===== src/rtl/version_store_ctrl_if.sv =====
// Request/response bundle for version_store_ctrl.
// master = front-end side, slave = store controller side.
interface version_store_ctrl_if #(
    parameter int DATA_WIDTH    = 32,
    parameter int VERSION_WIDTH = 4,
    parameter int VERSION_NUM   = 4
);
    localparam int OW = $clog2(VERSION_NUM + 1);

    logic                     wrValid;
    logic                     wrReady;
    logic [VERSION_WIDTH-1:0] wrVersion;
    logic [DATA_WIDTH-1:0]    wrData;
    logic                     rdValid;
    logic                     rdReady;
    logic [VERSION_WIDTH-1:0] rdVersion;
    logic                     rspValid;
    logic                     rspReady;
    logic [DATA_WIDTH-1:0]    rspData;
    logic [VERSION_WIDTH-1:0] rspVersion;
    logic                     rspHit;
    logic                     wrDropped;
    logic [OW-1:0]            occupancy;

    modport master (
        output wrValid, wrVersion, wrData, rdValid, rdVersion, rspReady,
        input  wrReady, rdReady, rspValid, rspData, rspVersion, rspHit,
               wrDropped, occupancy
    );

    modport slave (
        input  wrValid, wrVersion, wrData, rdValid, rdVersion, rspReady,
        output wrReady, rdReady, rspValid, rspData, rspVersion, rspHit,
               wrDropped, occupancy
    );
endinterface


===== src/rtl/version_store_ctrl.sv =====
// Multi-version value store: VERSION_NUM (tag, data) slots, a write port that
// overwrites / allocates / evicts-oldest, and a read port returning the newest
// version strictly below the requested tag.
// Optional: VERSION_STORE_WRITE_PRIORITY_EN makes writes win every conflict
// instead of round-robin.
module version_store_ctrl #(
    parameter int DATA_WIDTH    = 32,
    parameter int VERSION_WIDTH = 4,
    parameter int VERSION_NUM   = 4
) (
    input logic                clk,
    input logic                rst,
    version_store_ctrl_if.slave bus
);
    localparam int OW = $clog2(VERSION_NUM + 1);
    localparam int IW = $clog2(VERSION_NUM);

    typedef enum logic [1:0] {IDLE, WRITE, READ, RESP} state_t;

    state_t state_q, state_d;

    logic [VERSION_NUM-1:0]                    slot_vld;
    logic [VERSION_NUM-1:0][VERSION_WIDTH-1:0] slot_tag;
    logic [VERSION_NUM-1:0][DATA_WIDTH-1:0]    slot_data;
    logic [OW-1:0]                             occ_q;

    logic                     last_grant_wr;  // 0 = read won last, 1 = write
    logic [VERSION_WIDTH-1:0] req_ver;
    logic [DATA_WIDTH-1:0]    req_data;

    logic                     rsp_hit_q;
    logic [VERSION_WIDTH-1:0] rsp_ver_q;
    logic [DATA_WIDTH-1:0]    rsp_data_q;

    logic grant_wr, grant_rd, wr_hs, rd_hs;

    logic                     match_hit, free_hit, best_hit;
    logic [IW-1:0]            match_idx, free_idx, min_idx, best_idx;
    logic [VERSION_WIDTH-1:0] min_tag, best_tag;

    // Arbitration: lone requester wins; on conflict alternate (or write wins)
    always_comb begin
        grant_wr = 1'b0;
        grant_rd = 1'b0;
        if (state_q == IDLE && !rst) begin
            if (bus.wrValid && bus.rdValid) begin
`ifdef VERSION_STORE_WRITE_PRIORITY_EN
                grant_wr = 1'b1;
`else
                grant_wr = !last_grant_wr;
                grant_rd = last_grant_wr;
`endif
            end else begin
                grant_wr = bus.wrValid;
                grant_rd = bus.rdValid;
            end
        end
    end

    assign wr_hs = grant_wr && bus.wrValid;
    assign rd_hs = grant_rd && bus.rdValid;

    // Write slot search: tag match, lowest free slot, smallest-tag victim
    always_comb begin
        match_hit = 1'b0;
        match_idx = '0;
        free_hit  = 1'b0;
        free_idx  = '0;
        min_idx   = '0;
        min_tag   = slot_tag[0];
        for (int i = 0; i < VERSION_NUM; i++) begin
            if (slot_vld[i] && slot_tag[i] == req_ver && !match_hit) begin
                match_hit = 1'b1;
                match_idx = IW'(i);
            end
            if (!slot_vld[i] && !free_hit) begin
                free_hit = 1'b1;
                free_idx = IW'(i);
            end
            // strict compare keeps the lowest index on ties
            if (slot_tag[i] < min_tag) begin
                min_tag = slot_tag[i];
                min_idx = IW'(i);
            end
        end
    end

    // Read search: greatest nonzero valid tag strictly below the request
    always_comb begin
        best_hit = 1'b0;
        best_idx = '0;
        best_tag = '0;
        for (int i = 0; i < VERSION_NUM; i++) begin
            if (slot_vld[i] && slot_tag[i] != '0 && slot_tag[i] < req_ver &&
                (!best_hit || slot_tag[i] > best_tag)) begin
                best_hit = 1'b1;
                best_idx = IW'(i);
                best_tag = slot_tag[i];
            end
        end
    end

    // Next-state logic
    always_comb begin
        state_d = state_q;
        case (state_q)
            IDLE:  if (wr_hs) state_d = WRITE;
                   else if (rd_hs) state_d = READ;
            WRITE: state_d = IDLE;
            READ:  state_d = RESP;
            RESP:  if (bus.rspReady) state_d = IDLE;
            default: state_d = IDLE;
        endcase
    end

    // State register, request latch and arbitration history
    always_ff @(posedge clk) begin
        if (rst) begin
            state_q       <= IDLE;
            last_grant_wr <= 1'b0;
            req_ver       <= '0;
            req_data      <= '0;
        end else begin
            state_q <= state_d;
            if (wr_hs) begin
                last_grant_wr <= 1'b1;
                req_ver       <= bus.wrVersion;
                req_data      <= bus.wrData;
            end else if (rd_hs) begin
                last_grant_wr <= 1'b0;
                req_ver       <= bus.rdVersion;
            end
        end
    end

    // Slot storage update in WRITE; zero tags are discarded
    always_ff @(posedge clk) begin
        if (rst) begin
            slot_vld  <= '0;
            slot_tag  <= '0;
            slot_data <= '0;
            occ_q     <= '0;
        end else if (state_q == WRITE && req_ver != '0) begin
            if (match_hit) begin
                slot_data[match_idx] <= req_data;
            end else if (free_hit) begin
                slot_vld[free_idx]  <= 1'b1;
                slot_tag[free_idx]  <= req_ver;
                slot_data[free_idx] <= req_data;
                occ_q               <= occ_q + 1'b1;
            end else begin
                slot_tag[min_idx]  <= req_ver;
                slot_data[min_idx] <= req_data;
            end
        end
    end

    // Response register captured at the end of READ, held through RESP
    always_ff @(posedge clk) begin
        if (rst) begin
            rsp_hit_q  <= 1'b0;
            rsp_ver_q  <= '0;
            rsp_data_q <= '0;
        end else if (state_q == READ) begin
            rsp_hit_q  <= best_hit;
            rsp_ver_q  <= best_hit ? best_tag : '0;
            rsp_data_q <= best_hit ? slot_data[best_idx] : '0;
        end
    end

    assign bus.wrReady    = grant_wr;
    assign bus.rdReady    = grant_rd;
    assign bus.rspValid   = (state_q == RESP) && !rst;
    assign bus.rspData    = rsp_data_q;
    assign bus.rspVersion = rsp_ver_q;
    assign bus.rspHit     = rsp_hit_q;
    assign bus.wrDropped  = (state_q == WRITE) && (req_ver == '0) && !rst;
    assign bus.occupancy  = occ_q;
endmodule


===== src/flat_wrapper.sv =====
// flat-port wrapper written by rule: the top's interface ports become plain ports
module version_store_ctrl_flat 
#(
    parameter int DATA_WIDTH    = 32,
    parameter int VERSION_WIDTH = 4,
    parameter int VERSION_NUM   = 4
)
  (clk, rst, bus_wrValid, bus_wrVersion, bus_wrData, bus_rdValid, bus_rdVersion, bus_rspReady, bus_wrReady, bus_rdReady, bus_rspValid, bus_rspData, bus_rspVersion, bus_rspHit, bus_wrDropped, bus_occupancy);
  version_store_ctrl_if #(.DATA_WIDTH(DATA_WIDTH), .VERSION_WIDTH(VERSION_WIDTH), .VERSION_NUM(VERSION_NUM)) bus_i ();
  input logic clk;
  input logic rst;
  input wire logic [$bits(bus_i.wrValid)-1:0] bus_wrValid;
  input wire logic [$bits(bus_i.wrVersion)-1:0] bus_wrVersion;
  input wire logic [$bits(bus_i.wrData)-1:0] bus_wrData;
  input wire logic [$bits(bus_i.rdValid)-1:0] bus_rdValid;
  input wire logic [$bits(bus_i.rdVersion)-1:0] bus_rdVersion;
  input wire logic [$bits(bus_i.rspReady)-1:0] bus_rspReady;
  output wire logic [$bits(bus_i.wrReady)-1:0] bus_wrReady;
  output wire logic [$bits(bus_i.rdReady)-1:0] bus_rdReady;
  output wire logic [$bits(bus_i.rspValid)-1:0] bus_rspValid;
  output wire logic [$bits(bus_i.rspData)-1:0] bus_rspData;
  output wire logic [$bits(bus_i.rspVersion)-1:0] bus_rspVersion;
  output wire logic [$bits(bus_i.rspHit)-1:0] bus_rspHit;
  output wire logic [$bits(bus_i.wrDropped)-1:0] bus_wrDropped;
  output wire logic [$bits(bus_i.occupancy)-1:0] bus_occupancy;
  assign bus_i.wrValid = bus_wrValid;
  assign bus_i.wrVersion = bus_wrVersion;
  assign bus_i.wrData = bus_wrData;
  assign bus_i.rdValid = bus_rdValid;
  assign bus_i.rdVersion = bus_rdVersion;
  assign bus_i.rspReady = bus_rspReady;
  assign bus_wrReady = bus_i.wrReady;
  assign bus_rdReady = bus_i.rdReady;
  assign bus_rspValid = bus_i.rspValid;
  assign bus_rspData = bus_i.rspData;
  assign bus_rspVersion = bus_i.rspVersion;
  assign bus_rspHit = bus_i.rspHit;
  assign bus_wrDropped = bus_i.wrDropped;
  assign bus_occupancy = bus_i.occupancy;
  version_store_ctrl #(.DATA_WIDTH(DATA_WIDTH), .VERSION_WIDTH(VERSION_WIDTH), .VERSION_NUM(VERSION_NUM)) u_core (.clk(clk), .rst(rst), .bus(bus_i));
endmodule

===== config.mk =====
export PLATFORM = sky130hd
export DESIGN_NAME = version_store_ctrl_flat
export DESIGN_NICKNAME = d
export VERILOG_FILES = /design/src/rtl/version_store_ctrl_if.sv /design/src/rtl/version_store_ctrl.sv /design/src/flat_wrapper.sv
export SDC_FILE = /design/constraint.sdc
export NUM_CORES = 1
export LEC_CHECK = 0
export CAP_MARGIN = 20
export CORE_UTILIZATION = 52
export DETAILED_ROUTE_END_ITERATION = 10
export PLACE_DENSITY = 0.74
export SKIP_CTS_REPAIR_TIMING = 1
export SLEW_MARGIN = 20
export SYNTH_ARGS = -nofsm -noshare
export SYNTH_HDL_FRONTEND = slang
export SYNTH_SLANG_ARGS = --single-unit

===== constraint.sdc =====
create_clock -name clk -period 5.4 [get_ports clk]
set_input_delay 1.62 -clock clk [delete_from_list [all_inputs] [get_ports clk]]
set_output_delay 1.62 -clock clk [all_outputs]
set_load 0.05 [all_outputs]

=== After elaboration in Yosys (flattened, before gate mapping) ===
Index checks and enable logic that the tools add are counted.

* Register bits: 227
* Word-level logic and storage cells: 171

* $add $sub $neg: 1
* Magnitude comparators: 17
* Eq/ne operators: 9
* Mux-type cells: 66
* Bitwise logic cells: 2
* Reduce and logical (&&, ||, !) cells: 59

{| class="wikitable"
|+ Operators by type and width
! operator !! count
|-
| bitwise mux 128 bit || 3
|-
| 2-to-1 mux 128 bit || 2
|-
| demux 32 bit (select 2 bit) || 3
|-
| 2-to-1 mux 32 bit || 5
|-
| binary-select mux 32 bit (select 2 bit) || 1
|-
| 2-to-1 mux 4 bit || 11
|-
| bitwise mux 16 bit || 2
|-
| logical AND 1 bit || 32
|-
| less-than comparator 4 bit || 7
|-
| 2-to-1 mux 1 bit || 23
|-
| 2-to-1 mux 2 bit || 11
|-
| nonzero test 4 bit || 5
|-
| demux 4 bit (select 2 bit) || 2
|-
| == test 4 bit || 4
|-
| 2-to-1 mux 16 bit || 1
|-
| zero test 1 bit || 13
|-
| greater-than comparator 4 bit || 3
|-
| less-than comparator 2 x 3 -> 1 bit (second input constant) || 4
|-
| case mux 2 bit (4 select lines) || 1
|-
| greater-or-equal comparator 2 x 1 -> 1 bit (second input constant) || 3
|-
| == test 2 bit (second input constant) || 2
|-
| zero test 4 bit || 1
|-
| OR 4 bit || 1
|-
| AND reduction 2 bit || 2
|-
| 10 further kinds || 12
|}

=== Logic depth before layout (Yosys ltp) ===
Gate-level depths: netlist (run 1).

* Depth after elaboration: 19
* Mapped depth: 32
* Mapped depth without buffers: 28

=== Least setup slack after synthesis (run 1) ===
OpenSTA, ideal clock, no wires.

* Kind: register -> register
* Start: reg u_core.req_ver[1]
* End: reg u_core.rsp_data_q[4] (netlist: u_core.bus.rspData[4])
* Setup time: 0.060 ns
* Data arrival time: 5.481 ns
* Path slack: -0.141 ns
* Cell stages (with the launch flop): 31
* Path buffers: 3
* Clock period less this slack: 5.541 ns
* Cell sequence: dfxtp_1 inv_1 ha_1 nor2b_1 o211ai_1 and3_1 nand2_1 ha_1 a21oi_1 o21ai_0 a21o_1 buf_2 a32oi_1 ha_1 nor2b_1 o21a_1 o21a_1 o21ai_0 nand2_1 a22oi_1 inv_1 ha_1 nor2b_1 o21a_1 o21a_1 o21a_1 nand2_1 and3_1 clkbuf_1 clkbuf_1 a221o_1

* Cells in the longest elaborated chain, start to end: 18
* Elaborated cells on any way between the ends: 33

{| class="wikitable"
|+ RTL lines
! item !! RTL line !! source
|-
| start, declared || version_store_ctrl.sv:28 || <nowiki>logic [VERSION_WIDTH-1:0] req_ver;</nowiki>
|-
| start signal, assigned || version_store_ctrl.sv:127 || <nowiki>req_ver <= bus.wrVersion;</nowiki>
|-
| start signal, assigned || version_store_ctrl.sv:131 || <nowiki>req_ver <= bus.rdVersion;</nowiki>
|-
| less-than comparator 4 bit || version_store_ctrl.sv:94 || <nowiki>if (slot_vld[i] && slot_tag[i] != '0 && slot_tag[i] < req_ver &&</nowiki>
|-
| logical AND 1 bit || version_store_ctrl.sv:94 ||
|-
| 2-to-1 mux 4 bit / 2-to-1 mux 1 bit (equally long branches) || version_store_ctrl.sv:94 ||
|-
| greater-than comparator 4 bit / zero test 1 bit (equally long branches) || version_store_ctrl.sv:95 || <nowiki>(!best_hit || slot_tag[i] > best_tag)) begin</nowiki>
|-
| logical OR 1 bit || version_store_ctrl.sv:95 ||
|-
| logical AND 1 bit || version_store_ctrl.sv:94 ||
|-
| 2-to-1 mux 4 bit / 2-to-1 mux 1 bit (equally long branches) || version_store_ctrl.sv:94 ||
|-
| greater-than comparator 4 bit / zero test 1 bit (equally long branches) || version_store_ctrl.sv:95 ||
|-
| [2 not listed] || n/a ||
|-
| 2-to-1 mux 4 bit / 2-to-1 mux 1 bit (equally long branches) || version_store_ctrl.sv:94 ||
|-
| greater-than comparator 4 bit / zero test 1 bit (equally long branches) || version_store_ctrl.sv:95 ||
|-
| logical OR 1 bit || version_store_ctrl.sv:95 ||
|-
| logical AND 1 bit || version_store_ctrl.sv:94 ||
|-
| 2-to-1 mux 2 bit || version_store_ctrl.sv:94 ||
|-
| binary-select mux 32 bit (select 2 bit) || version_store_ctrl.sv:167 || <nowiki>rsp_data_q <= best_hit ? slot_data[best_idx] : '0;</nowiki>
|-
| 2-to-1 mux 32 bit (not written as such) || version_store_ctrl.sv:167 ||
|-
| 2-to-1 mux 32 bit (*) || version_store_ctrl.sv:167 ||
|-
| end signal, assigned || version_store_ctrl.sv:167 ||
|-
| end, declared || version_store_ctrl.sv:33 || <nowiki>logic [DATA_WIDTH-1:0] rsp_data_q;</nowiki>
|}

Mark *: on every way between the ends. The rest lies on a longest branch, timed or not. The select of a mux whose other input is x is not followed.
A chain may end at the register's enable or synchronous reset.

=== Worst setup path after layout (run 1) ===
* Start: reg u_core.req_ver[1]
* End: reg u_core.rsp_data_q[2] (netlist: u_core.bus.rspData[2])

The elaborated chain is that of the path after synthesis.

==> impl_results.md, run 1 <==
* Most frequent CP cell: o21a_1
* N_diodes at 0
* Worst hold-check path type: reg2reg
* CTS H-Tree Depth at 1
* Initial DRC count at 753
* Layout area overhead at 24.7%
* Required @ worst endpoint at around 5800 ps
* Largest net degree at the start of global routing at approximately 90
* Synth Warn # at 0
* Die Area at 0.0206 mm²
* WL final at approximately 30000 µm
* Setup Viol. Count Final at 9
* Synth unique cells at 67
* Switching Share at between 20% and 30%
* Max Slew Vio Count at 0
* Syn Nets at between 1000 and 1500
* Share of cells above drive strength 1 at 13.4%
* Most common cell after layout, fill and taps aside: dfxtp_1
* Comb power frac at under 10%
* Seq cells post-synth at between 200 and 250
* Register area share after synthesis at approximately 44%
* Final hold violations at 0
* Fillers at around 1600
* Worst Tran Pin Value at about 910 ps
* CTS Buf Count at 24
* CTS sink cnt at 227
* Pwr dens at 282 mW/mm²
* Max frequency at ~0.18 GHz
* Commonest non-fill, non-tap cells in the layout: dfxtp_1 (225), o21ai_0 (108), nor2_1 (101), clkdlybuf4s50_1 (85), a22o_1 (64)
* Max Cap Violations at 0
* Sequential share of power at ~48%
* Crit path max-delay cell type: a221o_1
* Nets@finish at roughly 1300
* Clock slew seen by the registers of the worst setup and hold paths at ~60 ps
* Number of remaining DRC errors at 0
* Worst Skew at roughly 27 ps
* Leak Pwr at 4.89 nW
* Syn Inst Count at 1116
* CTS root buf: clkbuf_16
* GRT Resource Usage Total at between 20% and 30%
* Unrepaired setup endpoints after global routing: yes
* Clk buf depth at 3
* Crit. End Element: flip-flop
* Avg WL per Cell at 19.6 µm
* Sw power at 855 µW
* Initial Utilization at 53.2%
* Violations in the final reports: negative setup slack
* Area fraction of the dominant cell type after synthesis at 43.7%
* Setup Crit Path Kind: reg2reg
* First-pass GRT wire length at about 46000 µm
* Post-synth EDFFs at 0
* Crit path launch type: flip-flop
* Die height at about 140 µm
* Final ANT Viol Nets at 0
* PortBufs at a little under 90
* Syn_area_per_cell at between 9 and 10 µm²
* DR pass1 iterations at 6
* Ys flop type: dfxtp_1
* Critical path's largest stage delay at 360 ps
* Core ar. at between 0.015 and 0.02 mm²
* Period utilization at 101%
* Post-place setup slack at -270 ps
* I/O pins at between 80 and 90
* Clock share of power at between 40% and 50%
* Total power at 3.65 mW
* Internal power at between 2 and 3 mW
* Die Wd at ~140 µm
* Worst EP arrival at between 5000 and 6000 ps
* Asr flop ratio synth at 0%
* Synth area leaders: dfxtp_1 (44%), a22o_1 (5.4%), o21ai_0 (5.3%), ha_1 (4.8%), mux2i_1 (4.4%)
* Routability cong. at between 0.9 and 1
* Mapped cell area at between 0.01 and 0.015 mm²
* Worst vdd ir at between 0.2 and 0.25 mV
* DP HPWL at ~18000 µm
* Relative slew margins at about two fifths
* Initial antenna violation count at 0
* Global route total overflow at 0
* CP max FO at 27
* Vias at ~9000
* DR vias/cell at between 6 and 7
* Status: finished with violations
* Clock tree from TritonCTS: yes
* Final WS setup at -34.0 ps
* Vias in the first global route at around 8700
* # rows at between 50 and 60
* Yosys top cell by area: dfxtp_1
* Tmin final at 5430 ps
* Clk Latency, worst-skew pair at approximately 540 ps
## logic make-up (layout without fill, tap and decap cells)
kind of cell | after synthesis | count (layout) | share of synthesized area (%)
compound gates | 320 | 320 | 23.0
xor+xnor | 2 | 2 | 0.169
fa+ha+maj | 40 | 40 | 4.82
buf+inv | 103 | 224 | 4.43
flops | 227 | 227 | 43.7
mux | 47 | 47 | 4.54
simple gates | 377 | 377 | 19.3
## final cells by class
type	count	area (µm²)	share of cell area, %
clock buffers	35	722	5.57
clock inverters	8	82.6	0.637
inverters	20	75.1	0.579
multi-input cells	786	5590	43.1
flip-flops and latches	227	4550	35.1
well taps	265	332	2.56
repair buffers	161	1610	12.4
## power by group through the flow
stage	sequential (mW)	clock [mW]	combinational (mW)
after detailed placement	1.78	0	0.242
after global routing	1.75	1.74	0.273
after floorplan	1.77	0	0.143
after global placement	1.78	0	0.239
after CTS	1.75	1.67	0.244
final	1.75	1.65	0.248
## path summary, 6_finish.rpt
check,from,end,slack (ps),depth (start not counted)
min,u_core.bus.rspHit$_SDFFE_PP0P_,u_core.bus.rspHit$_SDFFE_PP0P_,460,2
max reg2reg,u_core.req_ver[1]$_SDFFE_PP0P_,u_core.bus.rspData[2]$_SDFFE_PP0P_,-30,28
max,u_core.req_ver[1]$_SDFFE_PP0P_,u_core.bus.rspData[2]$_SDFFE_PP0P_,-30,28
min reg2reg,u_core.bus.rspHit$_SDFFE_PP0P_,u_core.bus.rspHit$_SDFFE_PP0P_,460,2
## Yosys cell counts (4+ instances only)
library cell / instances
clkbuf_1: 55
o21a_1: 9
o21ai_0: 110
buf_2: 11
nor3_1: 9
nand2_1: 57
inv_1: 19
a21oi_1: 24
buf_1: 4
nand3b_1: 42
and3_1: 9
a22o_1: 64
dfxtp_1: 227
nor2b_1: 8
a221o_1: 37
buf_4: 10
nand3_1: 44
nand2b_1: 47
o21ai_1: 6
mux2i_1: 46
nor4_1: 4
a32oi_1: 35
and2_1: 36
ha_1: 40
nor2_1: 102
## registers in the layout, indices dropped and copies added, names as in the netlist
register and count:
u_core.bus.occupancy 3, u_core.bus.rspData 32, u_core.bus.rspHit 1, u_core.bus.rspVersion 4, u_core.last_grant_wr 1, u_core.req_data 32, u_core.req_ver 4, u_core.slot_data 128
u_core.slot_tag 16, u_core.slot_vld 4, u_core.state_q 2
## routing by layer
metal / global-route usage, % / share of wire (%)
met4: 8.79 / 2.2
met2: 44.9 / 45
met3: 3.80 / 7.3
met5: 0 / 0
met1: 39.1 / 45
## metrics by stage
stage	hold slack (ps)	instances	utilization, %	area, µm²	setup TNS [ps]
after floorplan	442	1116	-	10400	0
after global placement	447	1447	60.7	11900	-491
after detailed placement	457	1447	60.7	11900	-7720
after CTS	472	1490	64.8	12700	-9430
after global routing	492	1502	66.4	13000	-7110
final	463	1502	66.4	13000	-163
## critical path, delay by kind of cell (launching register included)
family                   cells  cell delay, ps
flip-flops                   1             320
buffers and inverters        3             390
AO/OA/AOI/OAI               14            2690
adder cells (fa/ha/maj)      4            1010
AND/OR/NAND/NOR              7             870
(Power assumes the default switching activity.)
==> run 2, diff against run 1 <==
clock period = 4.6 ns   (was 5.4 ns; I/O delays follow)
==> impl_results.md, run 2 (synthesis gave the netlist of run 1 again) <==
* Status: finished with violations
* Violations in the final reports: negative setup slack
* Comb power frac at under 10%
* N_diodes at 0
* Vias at just over 9000
* Pwr dens at about 340 mW/mm²
* CTS root buf: clkbuf_16
* Hold Path Depth at 1
* Final hold violations at 0
* Worst vdd ir at about 0.26 mV
* CP max FO at 14
* I/O pins at between 80 and 90
* Initial antenna violation count at 0
* PortBufs at 88
* Largest Register: u_core.slot_data
* DP HPWL at around 18000 µm
* Core ar. at between 0.015 and 0.02 mm²
* Initial DRC count at ~780
* Clk Latency, worst-skew pair at ~520 ps
* Period utilization at 116%
* Global route total overflow at 0
* Routability cong. at about 0.9
* Cells after DPL at between 1000 and 1500
* Clock tree from TritonCTS: yes
* Switching Share at a little under a quarter
* Sequential share of power at a little under half
* # rows at 51
* Hold slack at about 470 ps
* CTS H-Tree Depth at 1
* Vias in the first global route at 8924
* Unrepaired setup endpoints after global routing: yes
* GRT Resource Usage Total at 28.5%
* First-pass GRT wire length at approximately 46000 µm
* Die Wd at between 100 and 150 µm
* Largest net degree at the start of global routing at 74
* Share of cells above drive strength 1 at about 15%
* Number of remaining DRC errors at 0
* Setup Crit Path Kind: reg2reg
* WL final at ~29000 µm
* Internal power at between 3 and 4 mW
* Leak Pwr at approximately 5.0 nW
* CTS Buf Count at 24
* Clock share of power at 46.8%
* Non-filler instance count after layout at 1525
* Tmin final at 5330 ps
* Most frequent CP cell: o21a_1
* Worst Tran Pin Value at around 910 ps
* Setup Viol. Count Final at 36
* Final WS setup at -725 ps
* Die height at 143 µm
* Max Slew Vio Count at 0
* Avg WL per Cell at ~19 µm
* CTS sink cnt at roughly 230
* Nets@finish at between 1000 and 1500
* Most common cell after layout, fill and taps aside: dfxtp_1
* Crit path launch type: flip-flop
* Required @ worst endpoint at 5000 ps
* Sw power at about 1 mW
* Critical path's largest stage delay at 350 ps
* Final ANT Viol Nets at 0
* Crit path max-delay cell type: a221o_1
* Largest register FFs at 128
* DR pass1 iterations at 5
* Commonest non-fill, non-tap cells in the layout: dfxtp_1 (225), o21ai_0 (108), nor2_1 (101), clkdlybuf4s50_1 (85), buf_4 (85)
* Max Cap Violations at 0
* Fillers at 1593
* Die Area at approximately 0.02 mm²
* Relative slew margins at around 40%
* Worst Skew at 10.6 ps
* Clock slew seen by the registers of the worst setup and hold paths at 60 ps
* Layout area overhead at 26.0%
* Initial Utilization at ~53%
* R2r worst-path depth at 28
* Crit. End Element: flip-flop
* DR vias/cell at slightly above 6
* Max frequency at between 0.15 and 0.2 GHz
* Clk buf depth at 3
* Worst EP arrival at roughly 5700 ps
* Worst hold-check path type: reg2reg
==> run 2: area by class of cell <==
class                           instances  area [µm²]  area share (%)
Tap cell                              265         332            2.53
Sequential cell                       227        4550            34.7
Clock buffer                           32         712            5.44
Multi-Input combinational cell        786        5540            42.3
Inverter                               20        75.1           0.573
Timing Repair Buffer                  183        1740            13.3
Clock inverter                         12         151            1.16
==> run 2: per-stage QoR <==
stage	power [mW]	util, %	TNS (ps)	worst slack [ps]	instance area [µm²]
6_report	4.41	67.1	-24900	-725	13100
3_5_place_dp	2.39	62.3	-30300	-862	12200
5_1_grt	4.55	67.1	-54440	-1010	13100
3_3_place_gp	2.38	62.3	-25220	-717	12200
2_1_floorplan	2.25	-	-22190	-632	10500
4_1_cts	4.44	66.8	-34570	-877	13000
==> run 2: worst max-delay path: cells and delay by family, from the launching register on <==
family,cells,cell delay [ps]
AOI/OAI and AO/OA,13,2500
adders and majority gates,4,970
and+or+nand+nor,7,930
buffers and inverters,4,460
DFF,1,330
==> run 2: per-layer routing <==
| metal | track usage (%) | routed length [µm] |
|---|---|---|
| met5 | 0 | 0 |
| met4 | 9.13 | 604 |
| met3 | 3.70 | 2040 |
| met2 | 45.1 | 13100 |
| met1 | 40.2 | 13000 |
==> run 2: final timing paths <==
| check | slack, ps | startpoint | to |
|---|---|---|---|
| min reg2reg | 470 | u_core.slot_data[15]$_SDFFE_PP0P_ | u_core.slot_data[15]$_SDFFE_PP0P_ |
| max reg2reg | -730 | u_core.req_ver[1]$_SDFFE_PP0P_ | u_core.bus.rspData[9]$_SDFFE_PP0P_ |
| max | -730 | u_core.req_ver[1]$_SDFFE_PP0P_ | u_core.bus.rspData[9]$_SDFFE_PP0P_ |
| min | 470 | u_core.slot_data[15]$_SDFFE_PP0P_ | u_core.slot_data[15]$_SDFFE_PP0P_ |
==> run 2: power by group through the flow <==
stage | clock (mW) | combinational [mW] | sequential (mW)
5_1_grt | 2.17 | 0.325 | 2.06
2_1_floorplan | 0 | 0.169 | 2.08
3_5_place_dp | 0 | 0.292 | 2.10
6_report | 2.06 | 0.295 | 2.05
4_1_cts | 2.09 | 0.293 | 2.05
3_3_place_gp | 0 | 0.287 | 2.09
